===== config.mk =====
export PLATFORM = sky130hd
export DESIGN_NAME = mem_port_arbiter_flat
export DESIGN_NICKNAME = d
export VERILOG_FILES = /design/src/rtl/mem_port_arbiter_pkg.sv /design/src/rtl/mem_port_arbiter_if.sv /design/src/rtl/mem_port_arbiter_rr_pick2.sv /design/src/rtl/mem_port_arbiter.sv /design/src/flat_wrapper.sv
export SDC_FILE = /design/constraint.sdc
export NUM_CORES = 1
export LEC_CHECK = 0
export BUFFER_PORTS_ARGS = -buffer_cell sky130_fd_sc_hd__buf_2
export CORE_MARGIN = 3
export CORE_UTILIZATION = 32
export CTS_CLUSTER_DIAMETER = 50
export CTS_CLUSTER_SIZE = 8
export DETAILED_ROUTE_END_ITERATION = 10
export PLACE_DENSITY = 0.87
export SYNTH_ARGS = -nofsm -noshare
export SYNTH_HDL_FRONTEND = slang
export SYNTH_SLANG_ARGS = --single-unit
export TNS_END_PERCENT = 100

===== constraint.sdc =====
create_clock -name clk -period 2.35 [get_ports clk]
set_clock_uncertainty 0.2 [all_clocks]
set_input_delay 0.235 -clock clk [delete_from_list [all_inputs] [get_ports clk]]
set_output_delay 0.235 -clock clk [all_outputs]
set_load 0.02 [all_outputs]

===== src/rtl/mem_port_arbiter_pkg.sv =====
`default_nettype none
// ============================================================================
//  Module      : mem_port_arbiter_pkg
//  Description : Shared types and constants for the two-port RAM arbiter.
//  Revision    : 1.0  initial release
// ============================================================================
package mem_port_arbiter_pkg;

    // These default widths are shared with the cache and RAM.
    localparam int c_DEF_AW = 10;
    localparam int c_DEF_DW = 20;

    localparam logic c_OWN_R0 = 1'b0;
    localparam logic c_OWN_R1 = 1'b1;

    typedef enum logic [1:0] {
        ST_IDLE   = 2'd0,
        ST_OWN    = 2'd1,
        ST_RDWAIT = 2'd2
    } arb_state_t;

    function automatic logic [1:0] owner_onehot(input logic owner);
        return (owner == c_OWN_R1) ? 2'b10 : 2'b01;
    endfunction

endpackage : mem_port_arbiter_pkg
`default_nettype wire


===== src/rtl/mem_port_arbiter_if.sv =====
`default_nettype none
// ============================================================================
//  Module      : mem_port_arbiter_if
//  Description : Requester handshakes, RAM port and grant bundle.
//  Revision    : 1.0  initial release
// ============================================================================
interface mem_port_arbiter_if
    import mem_port_arbiter_pkg::*;
#(
    parameter int AW = c_DEF_AW,
    parameter int DW = c_DEF_DW
) ();

    logic          r0_req;
    logic          r0_rw;
    logic [AW-1:0] r0_addr;
    logic [DW-1:0] r0_wdata;
    logic          r0_ready;
    logic [DW-1:0] r0_rdata;

    logic          r1_req;
    logic          r1_rw;
    logic [AW-1:0] r1_addr;
    logic [DW-1:0] r1_wdata;
    logic          r1_ready;
    logic [DW-1:0] r1_rdata;

    logic          ram_we;
    logic [AW-1:0] ram_addr;
    logic [DW-1:0] ram_wdata;
    logic [DW-1:0] ram_rdata;

    logic [1:0]    gnt;

    // Requesters and the RAM sit on this side.
    modport master (
        output r0_req, r0_rw, r0_addr, r0_wdata,
        input  r0_ready, r0_rdata,
        output r1_req, r1_rw, r1_addr, r1_wdata,
        input  r1_ready, r1_rdata,
        input  ram_we, ram_addr, ram_wdata,
        output ram_rdata,
        input  gnt
    );

    // The arbiter sits on this side.
    modport slave (
        input  r0_req, r0_rw, r0_addr, r0_wdata,
        output r0_ready, r0_rdata,
        input  r1_req, r1_rw, r1_addr, r1_wdata,
        output r1_ready, r1_rdata,
        output ram_we, ram_addr, ram_wdata,
        input  ram_rdata,
        output gnt
    );

endinterface : mem_port_arbiter_if
`default_nettype wire


===== src/rtl/mem_port_arbiter_rr_pick2.sv =====
`default_nettype none
// ============================================================================
//  Module      : rr_pick2
//  Description : Combinational two-way round-robin picker, one-hot result.
//  Revision    : 1.0  initial release
// ============================================================================
module rr_pick2 (
    input  wire logic [1:0] i_req,
    input  wire logic       i_ptr,
    output logic      [1:0] o_win
);

    always_comb begin
        o_win = i_req;
        // On a tie the pointer names the winner.
        if (i_req == 2'b11) begin
            o_win = i_ptr ? 2'b10 : 2'b01;
        end
    end

endmodule : rr_pick2
`default_nettype wire


===== src/rtl/mem_port_arbiter.sv =====
`default_nettype none
// ============================================================================
//  Module      : mem_port_arbiter
//  Description : Two-requester arbiter for one single-port word RAM.
//  Revision    : 1.0  initial release
// ============================================================================
module mem_port_arbiter
    import mem_port_arbiter_pkg::*;
#(
    parameter int AW        = c_DEF_AW,
    parameter int DW        = c_DEF_DW,
    parameter int READ_LAT  = 0,
    parameter int MAX_BEATS = 8
) (
    input  wire logic         clk,
    input  wire logic         rst,
    mem_port_arbiter_if.slave bus
);

    localparam int              c_CW      = $clog2(MAX_BEATS + 1);
    localparam logic [c_CW-1:0] c_MAX_CNT = c_CW'(MAX_BEATS);

    arb_state_t      r_state;
    arb_state_t      w_state_nxt;
    logic            r_owner;
    logic            w_owner_nxt;
    logic            r_rr_ptr;
    logic            w_rr_ptr_nxt;
    logic [c_CW-1:0] r_beat_cnt;
    logic [c_CW-1:0] w_beat_cnt_nxt;
    logic [c_CW-1:0] w_beat_cnt_inc;

    logic            w_own_req;
    logic            w_own_rw;
    logic [AW-1:0]   w_own_addr;
    logic [DW-1:0]   w_own_wdata;
    logic            w_other_req;
    logic [1:0]      w_win;

    logic [1:0]      w_gnt;
    logic            w_ram_we;
    logic [AW-1:0]   w_ram_addr;
    logic [DW-1:0]   w_ram_wdata;
    logic            w_ready_own;
    logic            w_ready_ok;
    logic [DW-1:0]   w_rdata_own;
    logic            w_beat_done;

    assign w_own_req   = (r_owner == c_OWN_R1) ? bus.r1_req   : bus.r0_req;
    assign w_own_rw    = (r_owner == c_OWN_R1) ? bus.r1_rw    : bus.r0_rw;
    assign w_own_addr  = (r_owner == c_OWN_R1) ? bus.r1_addr  : bus.r0_addr;
    assign w_own_wdata = (r_owner == c_OWN_R1) ? bus.r1_wdata : bus.r0_wdata;
    assign w_other_req = (r_owner == c_OWN_R1) ? bus.r0_req   : bus.r1_req;

    assign w_beat_cnt_inc = (r_beat_cnt == c_MAX_CNT) ? r_beat_cnt
                                                      : r_beat_cnt + 1'b1;

    rr_pick2 u_pick (
        .i_req ({bus.r1_req, bus.r0_req}),
        .i_ptr (r_rr_ptr),
        .o_win (w_win)
    );

    always_ff @(posedge clk) begin
        if (!rst) begin
            r_state    <= ST_IDLE;
            r_owner    <= c_OWN_R0;
            r_rr_ptr   <= 1'b0;
            r_beat_cnt <= '0;
        end else begin
            r_state    <= w_state_nxt;
            r_owner    <= w_owner_nxt;
            r_rr_ptr   <= w_rr_ptr_nxt;
            r_beat_cnt <= w_beat_cnt_nxt;
        end
    end

    always_comb begin
        w_state_nxt    = r_state;
        w_owner_nxt    = r_owner;
        w_rr_ptr_nxt   = r_rr_ptr;
        w_beat_cnt_nxt = r_beat_cnt;
        w_gnt          = 2'b00;
        w_ram_we       = 1'b0;
        w_ram_addr     = '0;
        w_ram_wdata    = '0;
        w_ready_own    = 1'b0;
        w_rdata_own    = '0;
        w_beat_done    = 1'b0;

        case (r_state)
            ST_IDLE: begin
                if (|w_win) begin
                    w_owner_nxt    = w_win[1];
                    w_beat_cnt_nxt = '0;
                    w_state_nxt    = ST_OWN;
                end
            end

            ST_OWN: begin
                w_gnt       = owner_onehot(r_owner);
                w_ram_addr  = w_own_addr;
                w_ram_wdata = w_own_wdata;
                w_ram_we    = w_own_req & w_own_rw;
                if (!w_own_req) begin
                    w_state_nxt    = ST_IDLE;
                    w_rr_ptr_nxt   = ~r_owner;
                    w_beat_cnt_nxt = '0;
                end else if (w_own_rw || (READ_LAT == 0)) begin
                    w_ready_own = 1'b1;
                    w_rdata_own = w_own_rw ? '0 : bus.ram_rdata;
                    w_beat_done = 1'b1;
                end else begin
                    w_state_nxt = ST_RDWAIT;
                end
            end

            // The read completes even if the owner dropped req meanwhile.
            ST_RDWAIT: begin
                w_gnt       = owner_onehot(r_owner);
                w_ram_addr  = w_own_addr;
                w_ready_own = 1'b1;
                w_rdata_own = bus.ram_rdata;
                w_beat_done = 1'b1;
            end

            default: begin
                w_state_nxt = ST_IDLE;
            end
        endcase

        // Fairness guard: a saturated owner yields once the other side waits.
        if (w_beat_done) begin
            w_beat_cnt_nxt = w_beat_cnt_inc;
            w_state_nxt    = ST_OWN;
            if ((w_beat_cnt_inc == c_MAX_CNT) && w_other_req) begin
                w_state_nxt    = ST_IDLE;
                w_rr_ptr_nxt   = ~r_owner;
                w_beat_cnt_nxt = '0;
            end
        end
    end

    // A beat caught by reset is abandoned: no ready, no write.
    assign w_ready_ok    = w_ready_own & rst;

    assign bus.r0_ready  = w_ready_ok & (r_owner == c_OWN_R0);
    assign bus.r0_rdata  = (w_ready_ok && (r_owner == c_OWN_R0)) ? w_rdata_own : '0;
    assign bus.r1_ready  = w_ready_ok & (r_owner == c_OWN_R1);
    assign bus.r1_rdata  = (w_ready_ok && (r_owner == c_OWN_R1)) ? w_rdata_own : '0;

    assign bus.ram_we    = w_ram_we & rst;
    assign bus.ram_addr  = w_ram_addr;
    assign bus.ram_wdata = w_ram_wdata;
    assign bus.gnt       = w_gnt;

endmodule : mem_port_arbiter
`default_nettype wire


===== src/flat_wrapper.sv =====
// flat-port wrapper written by rule: the top's interface ports become plain ports
module mem_port_arbiter_flat import mem_port_arbiter_pkg::*;
#(
    parameter int AW        = c_DEF_AW,
    parameter int DW        = c_DEF_DW,
    parameter int READ_LAT  = 0,
    parameter int MAX_BEATS = 8
)
  (clk, rst, bus_r0_req, bus_r0_rw, bus_r0_addr, bus_r0_wdata, bus_r0_ready, bus_r0_rdata, bus_r1_req, bus_r1_rw, bus_r1_addr, bus_r1_wdata, bus_r1_ready, bus_r1_rdata, bus_ram_we, bus_ram_addr, bus_ram_wdata, bus_ram_rdata, bus_gnt);
  mem_port_arbiter_if #(.AW(AW), .DW(DW)) bus_i ();
  input  wire logic clk;
  input  wire logic rst;
  input wire logic [$bits(bus_i.r0_req)-1:0] bus_r0_req;
  input wire logic [$bits(bus_i.r0_rw)-1:0] bus_r0_rw;
  input wire logic [$bits(bus_i.r0_addr)-1:0] bus_r0_addr;
  input wire logic [$bits(bus_i.r0_wdata)-1:0] bus_r0_wdata;
  output wire logic [$bits(bus_i.r0_ready)-1:0] bus_r0_ready;
  output wire logic [$bits(bus_i.r0_rdata)-1:0] bus_r0_rdata;
  input wire logic [$bits(bus_i.r1_req)-1:0] bus_r1_req;
  input wire logic [$bits(bus_i.r1_rw)-1:0] bus_r1_rw;
  input wire logic [$bits(bus_i.r1_addr)-1:0] bus_r1_addr;
  input wire logic [$bits(bus_i.r1_wdata)-1:0] bus_r1_wdata;
  output wire logic [$bits(bus_i.r1_ready)-1:0] bus_r1_ready;
  output wire logic [$bits(bus_i.r1_rdata)-1:0] bus_r1_rdata;
  output wire logic [$bits(bus_i.ram_we)-1:0] bus_ram_we;
  output wire logic [$bits(bus_i.ram_addr)-1:0] bus_ram_addr;
  output wire logic [$bits(bus_i.ram_wdata)-1:0] bus_ram_wdata;
  input wire logic [$bits(bus_i.ram_rdata)-1:0] bus_ram_rdata;
  output wire logic [$bits(bus_i.gnt)-1:0] bus_gnt;
  assign bus_i.r0_req = bus_r0_req;
  assign bus_i.r0_rw = bus_r0_rw;
  assign bus_i.r0_addr = bus_r0_addr;
  assign bus_i.r0_wdata = bus_r0_wdata;
  assign bus_r0_ready = bus_i.r0_ready;
  assign bus_r0_rdata = bus_i.r0_rdata;
  assign bus_i.r1_req = bus_r1_req;
  assign bus_i.r1_rw = bus_r1_rw;
  assign bus_i.r1_addr = bus_r1_addr;
  assign bus_i.r1_wdata = bus_r1_wdata;
  assign bus_r1_ready = bus_i.r1_ready;
  assign bus_r1_rdata = bus_i.r1_rdata;
  assign bus_ram_we = bus_i.ram_we;
  assign bus_ram_addr = bus_i.ram_addr;
  assign bus_ram_wdata = bus_i.ram_wdata;
  assign bus_i.ram_rdata = bus_ram_rdata;
  assign bus_gnt = bus_i.gnt;
  mem_port_arbiter #(.AW(AW), .DW(DW), .READ_LAT(READ_LAT), .MAX_BEATS(MAX_BEATS)) u_core (.clk(clk), .rst(rst), .bus(bus_i));
endmodule

=== Word-level counts from Yosys, hierarchy flattened ===
Index checks and enable logic that the tools add are counted.

* Mux-type cells: 34
* Reductions and logical operators: 10
* Bitwise operators: 6
* Equal/unequal tests: 8
* Add/sub/neg operators: 1

{| class="wikitable"
|+ Operators by type and width
! cell !! count
|-
| $mux W20 || 6
|-
| $pmux W20 S2 || 1
|-
| $mux W10 || 2
|-
| $mux W4 || 5
|-
| $mux W2 || 7
|-
| $mux W1 || 10
|-
| $eq A4 B4 Y1 const B || 2
|-
| $pmux W4 S2 || 1
|-
| $pmux W2 S3 || 1
|-
| $reduce_and A3 Y1 || 2
|-
| $and A1 B1 Y1 || 5
|-
| $add A4 B1 Y4 const B || 1
|-
| $eq A2 B2 Y1 const B || 2
|-
| $reduce_or A2 Y1 || 2
|-
| $logic_and A1 B1 Y1 || 3
|-
| $ne A3 B1 Y1 const B || 1
|-
| $ne A3 B3 Y1 const B || 1
|-
| $reduce_bool A3 Y1 || 1
|-
| $eq A2 B1 Y1 const B || 1
|-
| $logic_not A2 Y1 || 1
|-
| $ne A2 B1 Y1 const B || 1
|-
| $pmux W1 S2 || 1
|-
| $reduce_and A2 Y1 || 1
|-
| $not A1 Y1 || 1
|}

* Bits in registers: 8
* Bits of input ports: 86

=== Logic depth before layout (Yosys ltp) ===
Gate-level depths: netlist (run 1).

* Depth after elaboration: 6
* Gate-level depth with buffers: 6
* Mapped depth without buffers: 6

=== Hierarchy ===
From an unflattened synthesis (run 1), not the netlist that was laid out.

* Cell total of the unflattened synthesis: 179
* Area, all modules: 1,346.3 um2

{| class="wikitable"
|+ Modules (own cells, without submodules)
! module !! area an instance (um2) !! cells an instance !! instances
|-
| mem_port_arbiter || 1,327.5 || 176 || 1
|-
| rr_pick2 || 18.8 || 3 || 1
|}

=== Worst setup path after synthesis (run 1) ===
OpenSTA, ideal clock, no wires.

* Path kind: reg2out
* Start: register u_core.r_owner
* End: output bus_r1_rdata[11]
* Data required time: 1.915 ns
* Stages on the path, launching flop included: 6
* Data arrival time: 1.520 ns
* Path buffers: 2
* Setup slack: 0.395 ns
* Cells stage by stage: dfxtp_1 > buf_2 > mux2i_1 > clkbuf_1 > nand2_1 > nor2_1

* Cells in the longest elaborated chain, start to end: 6
* Elaborated cells between the ends (all ways): 10
* Those cells by class: mux: 8; bitwise: 1; reduce/logical: 1

{| class="wikitable"
|+ Ends and longest elaborated chain
! what !! RTL line !! source
|-
| from (decl) || mem_port_arbiter.sv:25 || <nowiki>logic r_owner;</nowiki>
|-
| from (signal assigned) || mem_port_arbiter.sv:67 || <nowiki>r_owner <= c_OWN_R0;</nowiki>
|-
| from (signal assigned) || mem_port_arbiter.sv:72 || <nowiki>r_owner <= w_owner_nxt;</nowiki>
|-
| $mux W1 || mem_port_arbiter.sv:49 || <nowiki>assign w_own_req = (r_owner == c_OWN_R1) ? bus.r1_req : bus.r0_req;</nowiki>
|-
| $mux W1 || mem_port_arbiter.sv:105 || <nowiki>if (!w_own_req) begin</nowiki>
|-
| $pmux W1 S2 || mem_port_arbiter.sv:91 || <nowiki>case (r_state)</nowiki>
|-
| $and A1 B1 Y1 || mem_port_arbiter.sv:145 || <nowiki>assign w_ready_ok = w_ready_own & rst;</nowiki>
|-
| $logic_and A1 B1 Y1 || mem_port_arbiter.sv:150 || <nowiki>assign bus.r1_rdata = (w_ready_ok && (r_owner == c_OWN_R1)) ? w_rdata_own : '0;</nowiki>
|-
| $mux W20 (*) || mem_port_arbiter.sv:150 ||
|-
| to (decl) || flat_wrapper.sv:24 || <nowiki>output wire logic [$bits(bus_i.r1_rdata)-1:0] bus_r1_rdata;</nowiki>
|}

Every way passes the cells marked *; elsewhere a longest branch is shown, timed or not.

=== Final worst setup path (run 1) ===
* Start: register u_core.r_state[0]
* End: output bus_r0_rdata[4]

* Cells in the longest elaborated chain, start to end: 5
* Elaborated cells between the ends (all ways): 7
* Those cells by class: eq/ne: 2; mux: 3; bitwise: 1; reduce/logical: 1

{| class="wikitable"
|+ Ends and longest elaborated chain
! what !! RTL line !! source
|-
| from (decl) || mem_port_arbiter.sv:23 || <nowiki>arb_state_t r_state;</nowiki>
|-
| from (signal assigned) || mem_port_arbiter.sv:71 || <nowiki>r_state <= w_state_nxt;</nowiki>
|-
| $eq A2 B2 Y1 / $eq A2 B1 Y1 (equally long branches) || mem_port_arbiter.sv:91 ||
|-
| $pmux W1 S2 || mem_port_arbiter.sv:91 ||
|-
| $and A1 B1 Y1 || mem_port_arbiter.sv:145 ||
|-
| $logic_and A1 B1 Y1 || mem_port_arbiter.sv:148 || <nowiki>assign bus.r0_rdata = (w_ready_ok && (r_owner == c_OWN_R0)) ? w_rdata_own : '0;</nowiki>
|-
| $mux W20 (*) || mem_port_arbiter.sv:148 ||
|-
| to (decl) || flat_wrapper.sv:18 || <nowiki>output wire logic [$bits(bus_i.r0_rdata)-1:0] bus_r0_rdata;</nowiki>
|}

Marked as above.

==> flow_summary.toml, run 1 <==
[worst_setup_path]
critPathLaunchType = "flop"
max_stage_delay_ns = 0.63
reg2reg_depth = 5
r2r_slack_ns = 0.34
path_class = "flop to output pin"
reg2reg_from = "u_core.r_beat_cnt[0]"
path_buf_inv = 1
end_kind = "output pin"
cp.required_ns = 1.91
cp_top_family = "simple AND/OR/NAND/NOR gates"
arrival_ns = 1.76
cp_cell_sequence = "nand2_1 > or3_1 > nor2_1 > buf_2"
cp_max_fo = 21
reg2reg_to = "u_core.r_rr_ptr"
cp_slowest_cell = "or3_1"

[power]
clock_power_share_pct = 26.7
worst_ir_drop_vdd_mv = 0.150
pwr-share-seq_pct = 20.4
powerDensity_nw_per_um2 = 309
power_leakage_nw = 1.22
switchingPower_mw = 0.260
netSwitchingFraction_pct = 40.0
power.share.combinational_pct = 53.0
intPower_mw = 0.390

[logic_synthesis]
synth_top_family_by_area = "simple AND/OR/NAND/NOR gates"
synth_area_um2 = 1220
synth_top_area_cell = "mux2i_1"
async_reset_ff_share_pct = 0
syn_area_per_cell_um2 = 6.07
synth_compound_area_share_pct = 9.54
ys_ff_latch = 7
synth_fa_ha_area_share_pct = 2.05
ys_top_cells_by_area = "mux2i_1, nor2_1, dfxtp_1, nand2_1, clkbuf_1"
ys_warn_count = 0
synthTopCellsByCount = "nor2_1, mux2i_1, nand2_1"
synth-edff-count = 0
synth_nets = 289
yosysMostFrequentCell = "nor2_1"
syn_inst = 201
synthFlopType = "dfxtp_1"
synth_xor_xnor_area_share_pct = 0
ys_seq_area_share_pct = 11.5
yosys.area.top_type_share_pct = 28.7
synth-simple-area-share_pct = 40.7
synth_mux_area_share_pct = 28.7
ys_types = 31

[place]
place.detailed.hpwl_um = 3970
io_buffer_count = 160
place_congestion = 0.815
place_ws_ns = 0.336

[timing]
worst_pin_slew_ns = 0.718
finalHoldViolCount = 0
tns_ns = 0
hold_ws_ns = 0.114
fin_crit_ns = 2.20
fin_crit_sh_pct = 93.5
fmax_ghz = 0.455
finalSetupViolations = 0
rsz0062_at_grt = "no"
fin_ws_ns = 0.153
slew_headroom_pct = 52.1
slew_violations = 0

[grt]
gr-max-usage-layer = "met2"
grt_max_degree = 35
grt_usage_pct = 18.7
grt_use_met1_pct = 18.7
antenna_found_initial = 0
use_met3_pct = 3.00
use_met2_pct = 38.3
globalRouteOverflowTotal = 0
grt_pass1_vias = 1642
grt_pass1_wl_um = 6780

[clocking]
post_cts_resized = 0
h-tree-depth = 1
cts.sinks = 7
tritoncts = "built"
numCtsBuffers = 3
cts_setup_buffers = 0
clockBufferDepth = 2
clk_latency_ns = 0.23
root_buffer = "clkbuf_8"
clkTransAtPathRegs_ns = 0.04
cts_hold_buf = 0

[route]
drt_iter0_drc = 79
antenna_left = 0
wl_per_cell_um = 11.8
drc = 0
routed_wl_um = 4740
drt-pass1-iter-count = 4
via_count = 1878
viasPerCell = 4.66

[worst_hold_path]
hold_depth = 2
holdCritPathClass = "input port to flop"
hp-start = "rst"
holdPathEnd = "u_core.r_owner"

[final_layout]
areaGrowthSynthToFinish_pct = 72.8
diodes = 0
nNetsFinal = 446
drive_gt1_share_pct = 48.7
post-route-util_pct = 60.3

[run]
maxCapViolCount = 0

[die]
die_w_um = 67.7
io_pins = 161
rows = 21
dieArea_um2 = 4590
die_y_um = 67.7
initial_core_util_pct = 34.9
design.core.area_um2 = 3490

[status]
outcome = "completed"
==> worst register-to-register path, cell delays in order (launching register included) <==
cell	delay [ns]
dfxtp_1	0.35
ha_1	0.25
nor2b_1	0.16
a2111o_1	0.48
nor4_2	0.27
mux2i_1	0.23
==> cells by family after synthesis <==
family,count (synthesis)
simple gates,118
mux,35
buf+inv,22
compound gates,17
flops,7
fa+ha+maj,2
==> stage by stage <==
step / power (mW) / instances / cell area, um^2
2_1_floorplan: 0.337 / 201 / 1220
6_report: 0.651 / 403 / 2110
5_1_grt: 0.704 / 403 / 2110
3_5_place_dp: 0.480 / 399 / 2060
3_3_place_gp: 0.472 / 399 / 2060
4_1_cts: 0.662 / 403 / 2110
==> placed cells by master, fill, tap and decap left out, types with 3 or more instances in the layout <==
cell / instances
and2_1: 3
buf_2: 160
buf_4: 6
clkbuf_8: 3
dfxtp_1: 6
inv_1: 6
mux2i_1: 35
nand2_1: 26
nand3_1: 3
nor2_1: 77
o21ai_0: 4
==> final cells by class <==
class / instances / area, um^2
inverters: 8 / 30.0
flip-flops and latches: 7 / 141
multi-input cells: 172 / 988
repair buffers: 166 / 846
well taps: 46 / 57.6
fillers: 345 / 1390
clock buffers: 4 / 45.0
==> registers in the layout (all words and copies together) (netlist names) <==
signal,flops
u_core.r_beat_cnt,4
u_core.r_owner,1
u_core.r_rr_ptr,1
u_core.r_state,1
==> power groups by stage <==
stage / Combinational, mW / Sequential, mW / Clock [mW]
after global routing: 0.379 / 0.133 / 0.192
after global placement: 0.338 / 0.134 / 0
after floorplan: 0.206 / 0.131 / 0
after CTS: 0.347 / 0.132 / 0.183
after detailed placement: 0.345 / 0.134 / 0
final: 0.345 / 0.133 / 0.173
==> worst max path at each step <==
stage | start | endpoint | slack, ns | cells past startpoint
after floorplan | u_core.r_owner | bus_r1_rdata[11] | 0.40 | 5
after CTS | u_core.r_state[0] | bus_r0_rdata[10] | 0.16 | 4
after global routing | u_core.r_state[0] | bus_r0_rdata[0] | 0.05 | 4
after global placement | u_core.r_beat_cnt[0] | u_core.r_rr_ptr | 0.42 | 5
after detailed placement | u_core.r_beat_cnt[0] | u_core.r_rr_ptr | 0.34 | 5
final | u_core.r_state[0] | bus_r0_rdata[4] | 0.15 | 4
==> routing by layer <==
layer / part of all wire (%) / vias to the layer above / routed length, um
li1: - / 970 / -
met1: 36 / 797 / 1720
met2: 53 / 105 / 2520
met3: 9.3 / 6 / 441
met4: 1.3 / 0 / 63
met5: 0 / - / 0
(Power assumes the default switching activity.)
==> run 2: changes to the inputs <==
--- a/config.mk
+++ b/config.mk
@@ -7,11 +7,11 @@
 export LEC_CHECK = 0
 export BUFFER_PORTS_ARGS = -buffer_cell sky130_fd_sc_hd__buf_2
 export CORE_MARGIN = 3
-export CORE_UTILIZATION = 32
+export CORE_UTILIZATION = 34
 export CTS_CLUSTER_DIAMETER = 50
 export CTS_CLUSTER_SIZE = 8
 export DETAILED_ROUTE_END_ITERATION = 10
-export PLACE_DENSITY = 0.87
+export PLACE_DENSITY = 0.91
 export SYNTH_ARGS = -nofsm -noshare
 export SYNTH_HDL_FRONTEND = slang
 export SYNTH_SLANG_ARGS = --single-unit
==> constraint.sdc (replaced) <==
create_clock -name clk -period 2.6 [get_ports clk]
set_clock_uncertainty 0.2 [all_clocks]
set_input_delay 0.26 -clock clk [delete_from_list [all_inputs] [get_ports clk]]
set_output_delay 0.26 -clock clk [all_outputs]
set_load 0.02 [all_outputs]
==> run 2 against run 1 <==
Clock power fell by 41%. Sequential cell count stayed put. Via count grew 0.27%. Worst setup slack better by 0.24 ns. Power is 19% lower. Critical path type unchanged. Largest cell class unchanged.
==> flow_summary.toml, run 2 (synthesis results as in run 1) <==
[status]
outcome = "completed"

[worst_hold_path]
holdCritPathClass = "input port to flop"
hp-start = "rst"
holdPathEnd = "u_core.r_owner"
hold_depth = 2

[final_layout]
diodes = 0
drive_gt1_share_pct = 48.5
nNetsFinal = 444
largest_reg_flops = 4
final_cell_mix = "buf_2, nor2_1, mux2i_1"
regMostFlops = "u_core.r_beat_cnt"
design_area_um2 = 2070
areaGrowthSynthToFinish_pct = 70.1
layout_commonest_cell = "buf_2"
fillers = 313

[route]
viasPerCell = 4.70
routed_wl_um = 4510
via_count = 1883
wl_per_cell_um = 11.3
antenna_left = 0
drt-pass1-iter-count = 4
drt_iter0_drc = 60
drc = 0

[worst_setup_path]
critPathLaunchType = "flop"
cp_cell_sequence = "nand2_1 > or3_1 > nor2_1 > buf_2"
r2r_slack_ns = 0.61
reg2reg_depth = 5
path_buf_inv = 1
path_class = "flop to output pin"
reg2reg_to = "u_core.r_rr_ptr"
reg2reg_from = "u_core.r_beat_cnt[0]"
cp_top_family = "simple AND/OR/NAND/NOR gates"
end_kind = "output pin"
arrival_ns = 1.75
cp.required_ns = 2.14
max_stage_delay_ns = 0.61
cp_slowest_cell = "or3_1"
cp_max_fo = 21

[timing]
finalSetupViolations = 0
finalHoldViolCount = 0
fmax_ghz = 0.453
worst_pin_slew_ns = 0.677
tns_ns = 0
slew_violations = 0
fin_crit_sh_pct = 84.9
fin_crit_ns = 2.21
slew_headroom_pct = 54.9
rsz0062_at_grt = "no"

[grt]
antenna_found_initial = 0
grt_pass1_wl_um = 6860
grt_usage_pct = 19.0
globalRouteOverflowTotal = 0
grt_max_degree = 36
grt_pass1_vias = 1645

[place]
place_area_um2 = 2050
place_congestion = 0.860
io_buffer_count = 160
place.detailed.hpwl_um = 3780

[clocking]
cts.sinks = 7
clockBufferDepth = 2
tritoncts = "built"
clkTransAtPathRegs_ns = 0.06
root_buffer = "clkbuf_4"
h-tree-depth = 1
post_cts_resized = 0
cts_setup_buffers = 0
cts_hold_buf = 0
numCtsBuffers = 3
clk_latency_ns = 0.25

[power]
switchingPower_mw = 0.225
pwr-share-seq_pct = 22.6
power_mw = 0.527
worst_ir_drop_vdd_mv = 0.159
powerDensity_nw_per_um2 = 254
netSwitchingFraction_pct = 42.8
power_leakage_nw = 1.20
intPower_mw = 0.302
power.share.combinational_pct = 58.2
clock_power_share_pct = 19.3

[die]
die_w_um = 65.9
rows = 21
dieArea_um2 = 4340
design.core.area_um2 = 3390
die_y_um = 65.9
io_pins = 161
initial_core_util_pct = 36.0

[run]
maxCapViolCount = 0
run 2: worst reg2reg max path, stage by stage, from the launching register on:
cell and delay (ns):
dfxtp_1 0.36, ha_1 0.26, nor2b_1 0.15, a2111o_1 0.48, nor4_2 0.26, mux2i_1 0.20
run 2: layer usage:
metal  share of wire [%]  vias to the layer above  GRT usage (%)  wire length (um)
li1                    -                      969              -                 -
met1                  37                      805           20.2              1660
met2                  52                      103           37.7              2340
met3                  10                        6           2.72               465
met4                 1.2                        0           5.96                55
met5                   0                        -              0                 0
run 2: final cells by class:
cell class	instances	area, um^2	share of cell area [%]
Multi-Input combinational cell	172	988	47.6
Timing Repair Buffer	164	831	40.0
Sequential cell	7	141	6.82
Tap cell	46	57.6	2.77
Inverter	8	30.0	1.45
Clock buffer	4	26.3	1.27
run 2: worst max-delay path by stage:
stage / from / endpoint / cells past startpoint
after floorplan: u_core.r_owner / bus_r1_rdata[11] / 5
after global placement: u_core.r_beat_cnt[0] / u_core.r_rr_ptr / 5
after detailed placement: bus_r0_req / bus_r0_rdata[7] / 5
after CTS: u_core.r_state[0] / bus_r0_rdata[4] / 4
after global routing: u_core.r_owner / bus_r1_rdata[12] / 6
final: u_core.r_state[0] / bus_r0_rdata[8] / 4
run 2: power groups by stage:
stage / Sequential [mW] / Combinational, mW / Clock [mW]
3_5_place_dp: 0.121 / 0.308 / 0
4_1_cts: 0.119 / 0.309 / 0.105
5_1_grt: 0.120 / 0.337 / 0.110
2_1_floorplan: 0.118 / 0.186 / 0
6_report: 0.119 / 0.306 / 0.102
3_3_place_gp: 0.121 / 0.302 / 0
run 2: through the flow:
stage	hold WS (ns)	utilization, %	std cells	worst slack (ns)
after floorplan	0.211	-	201	0.620
after global placement	0.320	60.4	397	0.662
after detailed placement	0.324	60.4	397	0.620
after CTS	0.110	61.2	401	0.375
after global routing	0.117	61.2	401	0.182
final	0.116	61.2	401	0.392
==> run 3: changes to the inputs <==
--- a/config.mk
+++ b/config.mk
@@ -5,13 +5,14 @@
 export SDC_FILE = /design/constraint.sdc
 export NUM_CORES = 1
 export LEC_CHECK = 0
+export ABC_AREA = 1
 export BUFFER_PORTS_ARGS = -buffer_cell sky130_fd_sc_hd__buf_2
 export CORE_MARGIN = 3
-export CORE_UTILIZATION = 34
+export CORE_UTILIZATION = 31
 export CTS_CLUSTER_DIAMETER = 50
 export CTS_CLUSTER_SIZE = 8
 export DETAILED_ROUTE_END_ITERATION = 10
-export PLACE_DENSITY = 0.91
+export PLACE_DENSITY = 0.84
 export SYNTH_ARGS = -nofsm -noshare
 export SYNTH_HDL_FRONTEND = slang
 export SYNTH_SLANG_ARGS = --single-unit
==> constraint.sdc (replaced) <==
create_clock -name clk -period 2 [get_ports clk]
set_clock_uncertainty 0.2 [all_clocks]
set_input_delay 0.2 -clock clk [delete_from_list [all_inputs] [get_ports clk]]
set_output_delay 0.2 -clock clk [all_outputs]
set_load 0.02 [all_outputs]
==> run 3 against run 2 <==
Via count increased by 4.4%. Global-route usage decreased by 0.72 points. Worst hold slack got worse by 0.035 ns. Design area increased by 21%. Register-to-register slack got worse by 0.24 ns. Synthesized cell count decreased by 4.0%. Area after synthesis increased by 12%. Critical path type unchanged. Largest cell class unchanged.
==> flow_summary.toml, run 3 <==
[power]
intPower_mw = 0.494
powerDensity_nw_per_um2 = 343
power.share.combinational_pct = 59.4
power_leakage_nw = 1.46
pwr-share-seq_pct = 17.7
switchingPower_mw = 0.370
power_mw = 0.863
clock_power_share_pct = 22.9
worst_ir_drop_vdd_mv = 0.523
netSwitchingFraction_pct = 42.8

[route]
viasPerCell = 4.83
drt-pass1-iter-count = 4
drt_iter0_drc = 91
drc = 0
routed_wl_um = 5950
antenna_left = 0
wl_per_cell_um = 14.6
via_count = 1965

[worst_setup_path]
reg2reg_from = "u_core.r_owner"
cp_slowest_cell = "dfxtp_4"
cp.required_ns = 1.60
path_class = "flop to output pin"
r2r_slack_ns = 0.37
cp_max_fo = 11
crit_cells = 8
end_kind = "output pin"
reg2reg_to = "u_core.r_beat_cnt[3]"
crit_path_end = "bus_r1_rdata[13]"
max_stage_delay_ns = 0.36
critPathLaunchType = "flop"
startpoint = "u_core.r_owner"
reg2reg_depth = 9
cp_top_family = "simple AND/OR/NAND/NOR gates"
arrival_ns = 1.56
cp_cell_sequence = "nand2_2 > o21ai_2 > nor2_4 > nand2_4 > clkinv_8 > nand2_8 > nor3_2 > buf_4"
path_buf_inv = 2

[logic_synthesis]
yosysMostFrequentCell = "nor3_2"
synth_fa_ha_area_share_pct = 1.83
ys_types = 22
ys_warn_count = 0
syn_area_per_cell_um2 = 7.07
ys_seq_area_share_pct = 10.3
synthFlopType = "dfxtp_1"
synth_top_family_by_area = "simple AND/OR/NAND/NOR gates"
yosys.area.top_type_share_pct = 27.9
ys_ff_latch = 7
syn_inst = 193
async_reset_ff_share_pct = 0
synth_top_area_cell = "nor3_2"
synth_area_um2 = 1360
synth-edff-count = 0
synth_mux_area_share_pct = 0
synth_nets = 281
synth-simple-area-share_pct = 46.1
synthTopCellsByCount = "nor3_2, inv_1, a22o_1"
synth_xor_xnor_area_share_pct = 0
synth_compound_area_share_pct = 23.9
ys_top_cells_by_area = "nor3_2, a22o_1, dfxtp_1, inv_1, nand2_1"

[die]
initial_core_util_pct = 33.1
io_pins = 161
die_y_um = 72.3
rows = 23
die_w_um = 72.3
dieArea_um2 = 5230
design.core.area_um2 = 4120

[final_layout]
largest_reg_flops = 4
areaGrowthSynthToFinish_pct = 84.4
multi_input_area_um2 = 1100
layout_commonest_cell = "buf_2"
design_area_um2 = 2510
final_cells = 407
regArea_um2 = 145
regMostFlops = "u_core.r_beat_cnt"
diodes = 0
nNetsFinal = 446
drive_gt1_share_pct = 65.0
final_cell_mix = "buf_2, nor3_2, inv_1"
fillers = 374

[clocking]
h-tree-depth = 1
root_buffer = "clkbuf_8"
clk_latency_ns = 0.23
cts.sinks = 7
clkTransAtPathRegs_ns = 0.04
clockBufferDepth = 2
numCtsBuffers = 3
tritoncts = "built"

[grt]
grt_max_degree = 41
globalRouteOverflowTotal = 0
grt_pass1_vias = 1763
antenna_found_initial = 0
grt_pass1_wl_um = 7920
grt_usage_pct = 18.3

[status]
outcome = "completed"

[timing]
finalSetupViolations = 0
slew_violations = 0
fmax_ghz = 0.510
fin_crit_sh_pct = 98.1
worst_pin_slew_ns = 0.446
slew_headroom_pct = 70.0
fin_crit_ns = 1.96
finalHoldViolCount = 0

[place]
place.detailed.hpwl_um = 4400
io_buffer_count = 160
place_congestion = 0.844
place_area_um2 = 2200
place_inst = 394

[run]
maxCapViolCount = 0

[worst_hold_path]
holdCritPathClass = "input port to flop"
## run 3: cell count changes after synthesis, sizes merged, moves of 6 or more
cell	change
nor2	-69
nor3	+40
mux2i	-35
a22o	+29
inv	+28
buf	+7
clkbuf	-6
nand3	+6
## run 3: cell families after synthesis
group / Yosys count
AND/OR/NAND/NOR: 91
adder cells (fa/ha/maj): 2
AO/OA/AOI/OAI: 41
buffers and inverters: 52
flip-flops: 7
## run 3: worst min-delay path: stages
cell,delay [ns]
buf_2,0.15
nand2_1,0.08
nor2_1,0.03
## run 3: per-stage QoR
stage,setup slack [ns],setup TNS (ns),util [%],hold slack (ns)
after detailed placement,0.149,0,53.5,0.300
after global routing,-0.0423,-0.0955,61.1,0.0946
after global placement,0.175,0,53.5,0.296
final,0.0382,0,61.1,0.0811
after CTS,0.00314,0,55.7,0.0637
after floorplan,0.228,0,-,0.121
## run 3: how the worst min path moves through the flow
stage | startpoint | end | slack [ns] | depth (start not counted)
after floorplan | rst | u_core.r_rr_ptr | 0.12 | 2
after global placement | rst | u_core.r_rr_ptr | 0.30 | 3
after detailed placement | rst | u_core.r_rr_ptr | 0.30 | 3
after CTS | rst | u_core.r_rr_ptr | 0.06 | 3
after global routing | rst | u_core.r_rr_ptr | 0.09 | 3
final | rst | u_core.r_rr_ptr | 0.08 | 3
## run 3: area by class of cell
cell class	count	area share (%)
clock buffer	4	1.79
inverter	37	6.17
multi-input combinational	136	43.6
sequential	7	5.77
tap	50	2.49
timing repair buffer	173	40.1
## run 3: metal layers
metal	track usage (%)	wire, um	up-vias
met5	0	0	-
met4	1.46	39	0
met3	3.05	446	4
met2	35.8	3200	82
met1	21.3	2260	887
li1	-	-	992
## run 3: power groups by stage
stage	sequential, mW	combinational, mW	clock [mW]
finish	0.153	0.513	0.198
detailed placement	0.153	0.448	0
global route	0.154	0.550	0.212
floorplan	0.153	0.269	0
CTS	0.152	0.460	0.201
global placement	0.153	0.438	0
## run 3: timing repair
action / 4_1_cts / 5_1_grt
hold endpoints to repair: 0 / 0
buffers inserted: 1 / 4
resized for setup: 8 / 37
hold buffers: 0 / 0
pin swaps: 1 / 4
setup endpoints to repair: 42 / 42
gates cloned: 0 / 4
